File: src/rtl/ser_to_par_clr_pkg.sv
// ser_to_par_clr_pkg: shared types and constants for the bit-serial to
// word-parallel assembler.
//   state_t        FSM state encoding (ST_PAR only with PARITY_CHECK_EN)
//   DEFAULT_WIDTH  default data bits per frame
//   DEFAULT_CNT_W  default bit-counter width
//   PAR_EVEN       parity polarity (1 = even parity expected)
//   parity_err()   parity check over a word plus its parity bit
// Optional feature macro: PARITY_CHECK_EN
package ser_to_par_clr_pkg;

    localparam int unsigned DEFAULT_WIDTH = 8;
    localparam int unsigned DEFAULT_CNT_W = 5;
    localparam logic        PAR_EVEN      = 1'b1;

    typedef enum logic [1:0] {
        ST_IDLE  = 2'b00,
        ST_SHIFT = 2'b01
`ifdef PARITY_CHECK_EN
        ,
        ST_PAR   = 2'b10
`endif
    } state_t;

    // Word is zero-extended by the caller; extra zeros do not change parity.
    function automatic logic parity_err(input logic [31:0] word, input logic pbit);
        return (^word) ^ pbit ^ ~PAR_EVEN;
    endfunction

endpackage

File: src/rtl/ser_to_par_clr_if.sv
// ser_to_par_clr_if: serial input stream and parallel output handshake of
// the assembler.
//   Din, En, Frm   serial bit, bit-enable, frame-start strobe
//   Ready          downstream accepts Dout
//   Dout, Valid    assembled word and its valid flag
//   Busy, Ovr      frame in progress, sticky overrun
//   PErr           sticky parity error (only with PARITY_CHECK_EN)
// Modports: master (stream source / word sink), slave (the assembler).
// Optional feature macro: PARITY_CHECK_EN
interface ser_to_par_clr_if
    import ser_to_par_clr_pkg::*;
#(
    parameter int unsigned WIDTH = DEFAULT_WIDTH
);

    logic             Din;
    logic             En;
    logic             Frm;
    logic             Ready;
    logic [WIDTH-1:0] Dout;
    logic             Valid;
    logic             Busy;
    logic             Ovr;
`ifdef PARITY_CHECK_EN
    logic             PErr;

    modport master (
        output Din, En, Frm, Ready,
        input  Dout, Valid, Busy, Ovr, PErr
    );

    modport slave (
        input  Din, En, Frm, Ready,
        output Dout, Valid, Busy, Ovr, PErr
    );
`else
    modport master (
        output Din, En, Frm, Ready,
        input  Dout, Valid, Busy, Ovr
    );

    modport slave (
        input  Din, En, Frm, Ready,
        output Dout, Valid, Busy, Ovr
    );
`endif

endinterface

File: src/rtl/ser_to_par_clr_bit_counter.sv
// ser_bit_counter: bit position counter for the assembler.
//   clk, rst_n  clock, asynchronous active-low reset
//   clr         synchronous clear (highest priority after reset)
//   load        restart at 1 (first bit of a frame sampled)
//   inc         count one more bit
//   done        the bit sampled this edge is the last of the frame
// The count wraps to 0 on completion, so it never exceeds WIDTH-1 here.
module ser_bit_counter
    import ser_to_par_clr_pkg::*;
#(
    parameter int unsigned WIDTH = DEFAULT_WIDTH,
    parameter int unsigned CNT_W = DEFAULT_CNT_W
) (
    input  logic clk,
    input  logic rst_n,
    input  logic clr,
    input  logic load,
    input  logic inc,
    output logic done
);

    localparam logic [CNT_W-1:0] LAST = CNT_W'(WIDTH - 1);

    logic [CNT_W-1:0] cnt;

    assign done = inc && (cnt == LAST);

    always_ff @(posedge clk or negedge rst_n) begin
        if (!rst_n) begin
            cnt <= '0;
        end else if (clr) begin
            cnt <= '0;
        end else if (load) begin
            cnt <= CNT_W'(1);
        end else if (done) begin
            cnt <= '0;
        end else if (inc) begin
            cnt <= cnt + CNT_W'(1);
        end
    end

endmodule

File: src/rtl/ser_to_par_clr.sv
// ser_to_par_clr: bit-serial to word-parallel assembler. Collects WIDTH
// bits per frame, MSB first, from the upstream retiming flop and offers
// each word on a valid/ready handshake.
//   Clk   rising-edge clock
//   _Rst  asynchronous active-low reset
//   _Clr  synchronous active-low clear (wins over all other inputs)
//   bus   ser_to_par_clr_if.slave: Din/En/Frm in, Ready in,
//         Dout/Valid/Busy/Ovr (and PErr) out
// Parameters: WIDTH (2..32), CNT_W (2**CNT_W > WIDTH).
// Optional feature macro: PARITY_CHECK_EN (even parity bit after the LSB).
module ser_to_par_clr
    import ser_to_par_clr_pkg::*;
#(
    parameter int unsigned WIDTH = DEFAULT_WIDTH,
    parameter int unsigned CNT_W = DEFAULT_CNT_W
) (
    input  logic            Clk,
    input  logic            _Rst,
    input  logic            _Clr,
    ser_to_par_clr_if.slave bus
);

    // Without parity the last bit is taken straight from Din, so the shift
    // register only needs to hold the first WIDTH-1 bits.
`ifdef PARITY_CHECK_EN
    localparam int unsigned SR_W = WIDTH;
`else
    localparam int unsigned SR_W = WIDTH - 1;
`endif

    state_t           state;
    state_t           state_nxt;
    logic [SR_W-1:0]  shreg;
    logic [WIDTH-1:0] dout_q;
    logic [WIDTH-1:0] word;
    logic             valid_q;
    logic             ovr_q;
    logic             start;
    logic             inc;
    logic             done;
    logic             deliver;
    logic             busy;
`ifdef PARITY_CHECK_EN
    logic             perr_q;
    logic             par_sample;
`endif

    ser_bit_counter #(
        .WIDTH (WIDTH),
        .CNT_W (CNT_W)
    ) u_bit_counter (
        .clk   (Clk),
        .rst_n (_Rst),
        .clr   (!_Clr),
        .load  (start),
        .inc   (inc),
        .done  (done)
    );

    // State register
    always_ff @(posedge Clk or negedge _Rst) begin
        if (!_Rst) begin
            state <= ST_IDLE;
        end else if (!_Clr) begin
            state <= ST_IDLE;
        end else begin
            state <= state_nxt;
        end
    end

    // Next-state logic; a sampled Frm restarts the frame from any state.
    always_comb begin
        state_nxt = state;
        if (start) begin
            state_nxt = ST_SHIFT;
        end else begin
            case (state)
                ST_IDLE: begin
                    state_nxt = ST_IDLE;
                end
                ST_SHIFT: begin
                    if (done) begin
`ifdef PARITY_CHECK_EN
                        state_nxt = ST_PAR;
`else
                        state_nxt = ST_IDLE;
`endif
                    end
                end
`ifdef PARITY_CHECK_EN
                ST_PAR: begin
                    if (bus.En) begin
                        state_nxt = ST_IDLE;
                    end
                end
`endif
                default: begin
                    state_nxt = ST_IDLE;
                end
            endcase
        end
    end

    // Output / control decode
    always_comb begin
        start   = bus.En && bus.Frm;
        inc     = bus.En && !bus.Frm && (state == ST_SHIFT);
        busy    = (state != ST_IDLE);
`ifdef PARITY_CHECK_EN
        par_sample = bus.En && !bus.Frm && (state == ST_PAR);
        deliver    = par_sample;
        word       = shreg;
`else
        deliver    = done;
        word       = {shreg, bus.Din};
`endif
    end

    // Datapath: shift register, output word, handshake and sticky flags
    always_ff @(posedge Clk or negedge _Rst) begin
        if (!_Rst) begin
            shreg   <= '0;
            dout_q  <= '0;
            valid_q <= 1'b0;
            ovr_q   <= 1'b0;
`ifdef PARITY_CHECK_EN
            perr_q  <= 1'b0;
`endif
        end else if (!_Clr) begin
            shreg   <= '0;
            dout_q  <= '0;
            valid_q <= 1'b0;
            ovr_q   <= 1'b0;
`ifdef PARITY_CHECK_EN
            perr_q  <= 1'b0;
`endif
        end else begin
            if (start) begin
                shreg <= SR_W'(bus.Din);
            end else if (inc) begin
                shreg <= SR_W'({shreg, bus.Din});
            end

            // A completing word replaces Dout only if the slot is free or
            // being consumed this edge; otherwise it is dropped.
            if (deliver) begin
                if (valid_q && !bus.Ready) begin
                    ovr_q <= 1'b1;
                end else begin
                    dout_q  <= word;
                    valid_q <= 1'b1;
                end
            end else if (valid_q && bus.Ready) begin
                valid_q <= 1'b0;
            end

`ifdef PARITY_CHECK_EN
            if (par_sample && parity_err(32'(shreg), bus.Din)) begin
                perr_q <= 1'b1;
            end
`endif
        end
    end

    assign bus.Dout  = dout_q;
    assign bus.Valid = valid_q;
    assign bus.Busy  = busy;
    assign bus.Ovr   = ovr_q;
`ifdef PARITY_CHECK_EN
    assign bus.PErr  = perr_q;
`endif

endmodule

File: src/flat_wrapper.sv
// flat-port wrapper written by rule: the top's interface ports become plain ports
module ser_to_par_clr_flat import ser_to_par_clr_pkg::*;
#(
    parameter int unsigned WIDTH = DEFAULT_WIDTH,
    parameter int unsigned CNT_W = DEFAULT_CNT_W
)
  (Clk, _Rst, _Clr, bus_Din, bus_En, bus_Frm, bus_Ready, bus_Dout, bus_Valid, bus_Busy, bus_Ovr);
  ser_to_par_clr_if #(.WIDTH(WIDTH)) bus_i ();
  input  logic Clk;
  input  logic _Rst;
  input  logic _Clr;
  input wire logic [$bits(bus_i.Din)-1:0] bus_Din;
  input wire logic [$bits(bus_i.En)-1:0] bus_En;
  input wire logic [$bits(bus_i.Frm)-1:0] bus_Frm;
  input wire logic [$bits(bus_i.Ready)-1:0] bus_Ready;
  output wire logic [$bits(bus_i.Dout)-1:0] bus_Dout;
  output wire logic [$bits(bus_i.Valid)-1:0] bus_Valid;
  output wire logic [$bits(bus_i.Busy)-1:0] bus_Busy;
  output wire logic [$bits(bus_i.Ovr)-1:0] bus_Ovr;
  assign bus_i.Din = bus_Din;
  assign bus_i.En = bus_En;
  assign bus_i.Frm = bus_Frm;
  assign bus_i.Ready = bus_Ready;
  assign bus_Dout = bus_i.Dout;
  assign bus_Valid = bus_i.Valid;
  assign bus_Busy = bus_i.Busy;
  assign bus_Ovr = bus_i.Ovr;
  ser_to_par_clr #(.WIDTH(WIDTH), .CNT_W(CNT_W)) u_core (.Clk(Clk), ._Rst(_Rst), ._Clr(_Clr), .bus(bus_i));
endmodule
File: config.mk
export PLATFORM = sky130hd
export DESIGN_NAME = ser_to_par_clr_flat
export DESIGN_NICKNAME = d
export VERILOG_FILES = /design/src/rtl/ser_to_par_clr_pkg.sv /design/src/rtl/ser_to_par_clr_if.sv /design/src/rtl/ser_to_par_clr_bit_counter.sv /design/src/rtl/ser_to_par_clr.sv /design/src/flat_wrapper.sv
export SDC_FILE = /design/constraint.sdc
export NUM_CORES = 1
export LEC_CHECK = 0
export CAP_MARGIN = 10
export CELL_PAD_IN_SITES_DETAIL_PLACEMENT = 1
export CELL_PAD_IN_SITES_GLOBAL_PLACEMENT = 2
export CORE_MARGIN = 8
export CORE_UTILIZATION = 36
export CTS_CLUSTER_SIZE = 40
export DETAILED_ROUTE_END_ITERATION = 16
export PLACE_DENSITY_LB_ADDON = 0.1
export SLEW_MARGIN = 20
export SYNTH_ARGS = -nofsm -noshare
export SYNTH_HDL_FRONTEND = slang
export SYNTH_SLANG_ARGS = --single-unit
File: constraint.sdc
create_clock -name Clk -period 2.2 [get_ports Clk]
set_input_delay 0.66 -clock Clk [delete_from_list [all_inputs] [get_ports Clk]]
set_output_delay 0.66 -clock Clk [all_outputs]
set_load 0.01 [all_outputs]
==> flow_metrics.tcl <==
set metrics [dict create \
    timing.clock.skew_ns 0.00147 \
    setup_viol_count_final 0 \
    timing.setup.tns_ns 0 \
    floorplan.die.width_um 70.4 \
    worst-slew-pin-transition_ns 0.375 \
    multi_input_comb_area_sq_um 438 \
    worst_hold_path_type "reg -> reg" \
    critical_path_arrival_ns 1.31 \
    syn2layout_area_growth_pct 21.7 \
    run_status "complete, no violations" \
    max_freq_ghz 0.509 \
    period_needed_ns 1.97 \
    pwr_density_cell_nw_per_um2 523 \
    ctsLongestPathBuffers 2 \
    design.core.area_sq_um 2780 \
    ir_drop_v 0.000300 \
    num_antenna_cells 0 \
    antenna_found_initial 0 \
    drt_iter0_drc 16 \
    seqCellArea_sq_um 576 \
    mappedNetlistNets 101 \
    tritoncts_clock_tree "yes" \
    synth.most_common_cell "sky130_fd_sc_hd__dfrtp_1" \
    combPwrFrac 0.078 \
    routed_via_density 5.40 \
    grt_pass1_wl_um 3940 \
    cp.buffers_inverters 1 \
    critical_path.top_delay_family "buffers and inverters" \
    p_sw_frac 0.231 \
    clk_pin_slew_ns 0.12 \
    crit_chain "clkdlybuf4s50_1" \
    syn_area_per_cell_sq_um 11.5 \
    route.final.wire_length_um 2200 \
    synthDominantAreaCellType "sky130_fd_sc_hd__dfrtp_1" \
    ctsHoldBuffers 0 \
    post_drt_wl_per_cell_um 15.1 \
    timing.hold.worst.start "u_core.shreg[0]" \
    required_ns 1.54 \
    drc 0 \
    total_power_mw 0.678 \
    floorplan.initialDensity 0.383 \
    clkPwrFrac 0.285 \
    share_seq_of_total_power 0.637 \
    r2r_setup_slk_ns 0.60 \
    postSynthRegisterBits 23 \
    critical_path.reg2reg.endpoint "u_core.bus.Dout[0]" \
    reg2reg_from "u_core.u_bit_counter.cnt[0]" \
    first_global_vias 838 \
    switching_power_mw 0.157 \
    worst_skew_pair.late_latency_ns 0.30 \
    post_cts_resized 0 \
    cp_slowest_cell "sky130_fd_sc_hd__clkdlybuf4s50_1" \
    cp_max_fo 6 \
    ys_warn_count 0 \
    synth_edf_count 0 \
    critical_path.startpoint_type "flip-flop" \
    io_pins 18 \
    timing_worst_setup_path_type "reg -> out" \
    firstDrtPassIters 4 \
    yosys-top-cells-count "sky130_fd_sc_hd__dfrtp_1, sky130_fd_sc_hd__nand2_1, sky130_fd_sc_hd__mux2i_1" \
    detailedPlacementHpwl_um 1640 \
    cell_types_with_the_largest_area_share_after_synthesis "sky130_fd_sc_hd__dfrtp_1, sky130_fd_sc_hd__mux2i_1, sky130_fd_sc_hd__nand2_1" \
    leakage_nw 0.559 \
    yosysTopAreaCellShare 0.540 \
    grt.overflow.total 0 \
    unrepaired_setup_endpoints_after_global_routing "false" \
    grtUsageTotal 0.0952 \
    timing.final.max_slew_violations 0 \
    yosysSeqAreaShare 0.540 \
    cap_viol_max_count 0 \
    max-slew-margin-rel 0.750 \
    gp_congestion 0.729 \
    post_cts_repair_setup_buffers 0 \
    final.period_utilization 0.894 \
    postRouteAntennaNets 0 \
    h-tree-depth 1 \
    grt_max_degree 24 \
    drive_above_1_share 0.105 \
    postSynth.topFlopCell "sky130_fd_sc_hd__dfrtp_1" \
    netlist_area_sq_um 1070 \
    fp.dieArea_sq_um 4960 \
    number_of_buffers_inserted_by_port_buffering 17 \
    crit_path_max_incr_delay_ns 0.57 \
    final_hold_vios 0 \
    fp.dieH_um 70.4 \
    synthesis.instances 93 \
    cp-end-kind "output pin" \
    tritoncts.num_buffers 3 \
    num-fill-cells 320 \
    cts.root.buffer_cell "sky130_fd_sc_hd__clkbuf_4" \
    internal-power_mw 0.521 \
    finalNetCount 123 \
    rows 19 \
    ys_async_sr_fraction 1.00 \
    synthDistinctLibCells 30 \
    worst_r2r_path_depth 5 \
    holdPathStages 1 \
    min_to "u_core.shreg[1]" \
    num_vias 783 \
    clock_sink_total 23 \
]
[flip-flops by register name, summed over array words and instances, names as in the netlist]
signal,cells
u_core.state,1
u_core.bus.Dout,8
u_core.bus.Ovr,1
u_core.bus.Valid,1
u_core.shreg,7
u_core.u_bit_counter.cnt,5
[power by group through the flow]
stage / sequential, mW / combinational, mW / clock [mW]
floorplan: 0.440 / 0.0243 / 0
global placement: 0.440 / 0.0534 / 0
detailed placement: 0.440 / 0.0541 / 0
CTS: 0.432 / 0.0544 / 0.203
global route: 0.433 / 0.0597 / 0.218
finish: 0.432 / 0.0528 / 0.194
[placed cells by master (no fill, tap or decap)]
master,instances
sky130_fd_sc_hd__and3b_1,1
sky130_fd_sc_hd__clkdlybuf4s50_1,17
sky130_fd_sc_hd__clkbuf_1,1
sky130_fd_sc_hd__nand3b_1,1
sky130_fd_sc_hd__o21ai_1,4
sky130_fd_sc_hd__nand3_1,3
sky130_fd_sc_hd__a211o_1,1
sky130_fd_sc_hd__and2_1,1
sky130_fd_sc_hd__xnor2_1,1
sky130_fd_sc_hd__buf_4,6
sky130_fd_sc_hd__a31oi_1,1
sky130_fd_sc_hd__a21boi_1,2
sky130_fd_sc_hd__dfrtp_1,23
sky130_fd_sc_hd__o21ai_0,1
sky130_fd_sc_hd__mux2i_1,8
sky130_fd_sc_hd__clkbuf_4,3
sky130_fd_sc_hd__a32o_1,1
sky130_fd_sc_hd__and4b_1,1
sky130_fd_sc_hd__ha_1,1
sky130_fd_sc_hd__nor4b_1,1
sky130_fd_sc_hd__nand4bb_1,1
sky130_fd_sc_hd__a21oi_1,2
sky130_fd_sc_hd__o211a_1,1
sky130_fd_sc_hd__nand2_1,18
sky130_fd_sc_hd__inv_1,1
sky130_fd_sc_hd__and3_4,1
sky130_fd_sc_hd__nor3b_2,1
sky130_fd_sc_hd__and4bb_2,1
sky130_fd_sc_hd__a22o_1,7
sky130_fd_sc_hd__nor2b_1,3
[worst max-delay path by stage]
stage	startpoint	endpoint	slack, ns	cells past startpoint
5_1_grt	u_core.state[0]	bus_Busy	0.13	1
3_5_place_dp	bus_En	u_core.bus.Dout[0]	0.11	5
4_1_cts	u_core.state[0]	bus_Busy	0.22	1
6_report	u_core.state[0]	bus_Busy	0.23	1
3_3_place_gp	bus_Frm	u_core.bus.Dout[0]	0.17	5
2_1_floorplan	_Clr	u_core.u_bit_counter.cnt[3]	0.59	5
[stage by stage]
stage               setup WS (ns)  instance area (sq um)   util  hold slack (ns)  std cells
floorplan                   0.592                   1070      -            0.364         93
global placement            0.172                   1270  0.457            0.499        141
detailed placement          0.106                   1270  0.457            0.518        141
CTS                         0.217                   1300  0.466            0.547        145
global route                0.130                   1300  0.466            0.563        145
finish                      0.234                   1300  0.466            0.542        145
[cell families (layout without fill, tap and decap cells)]
| group | count (synthesis) | count (layout) | synth area share |
|---|---|---|---|
| and+or+nand+nor | 33 | 33 | 0.178 |
| muxes | 8 | 8 | 0.0751 |
| buffers and inverters | 7 | 28 | 0.0493 |
| DFF | 23 | 23 | 0.540 |
| adders and majority gates | 1 | 1 | 0.0117 |
| AOI/OAI and AO/OA | 20 | 20 | 0.137 |
| xor gates and xnor gates | 1 | 1 | 0.00822 |
[metal layers]
metal | GRT usage | up-vias | part of all wire
met5 | 0 | - | 0
met2 | 0.148 | 15 | 0.44
met3 | 0.0339 | 2 | 0.059
met1 | 0.118 | 395 | 0.48
li1 | - | 371 | -
met4 | 0.0335 | 0 | 0.013
[area by class of cell]
class                      instances  share of cell area
timing repair buffer              23               0.166
tap                               31              0.0299
clock buffer                       4              0.0203
inverter                           1             0.00289
sequential                        23               0.444
multi-input combinational         63               0.338
No activity file was read; power rests on OpenSTA's default activity.
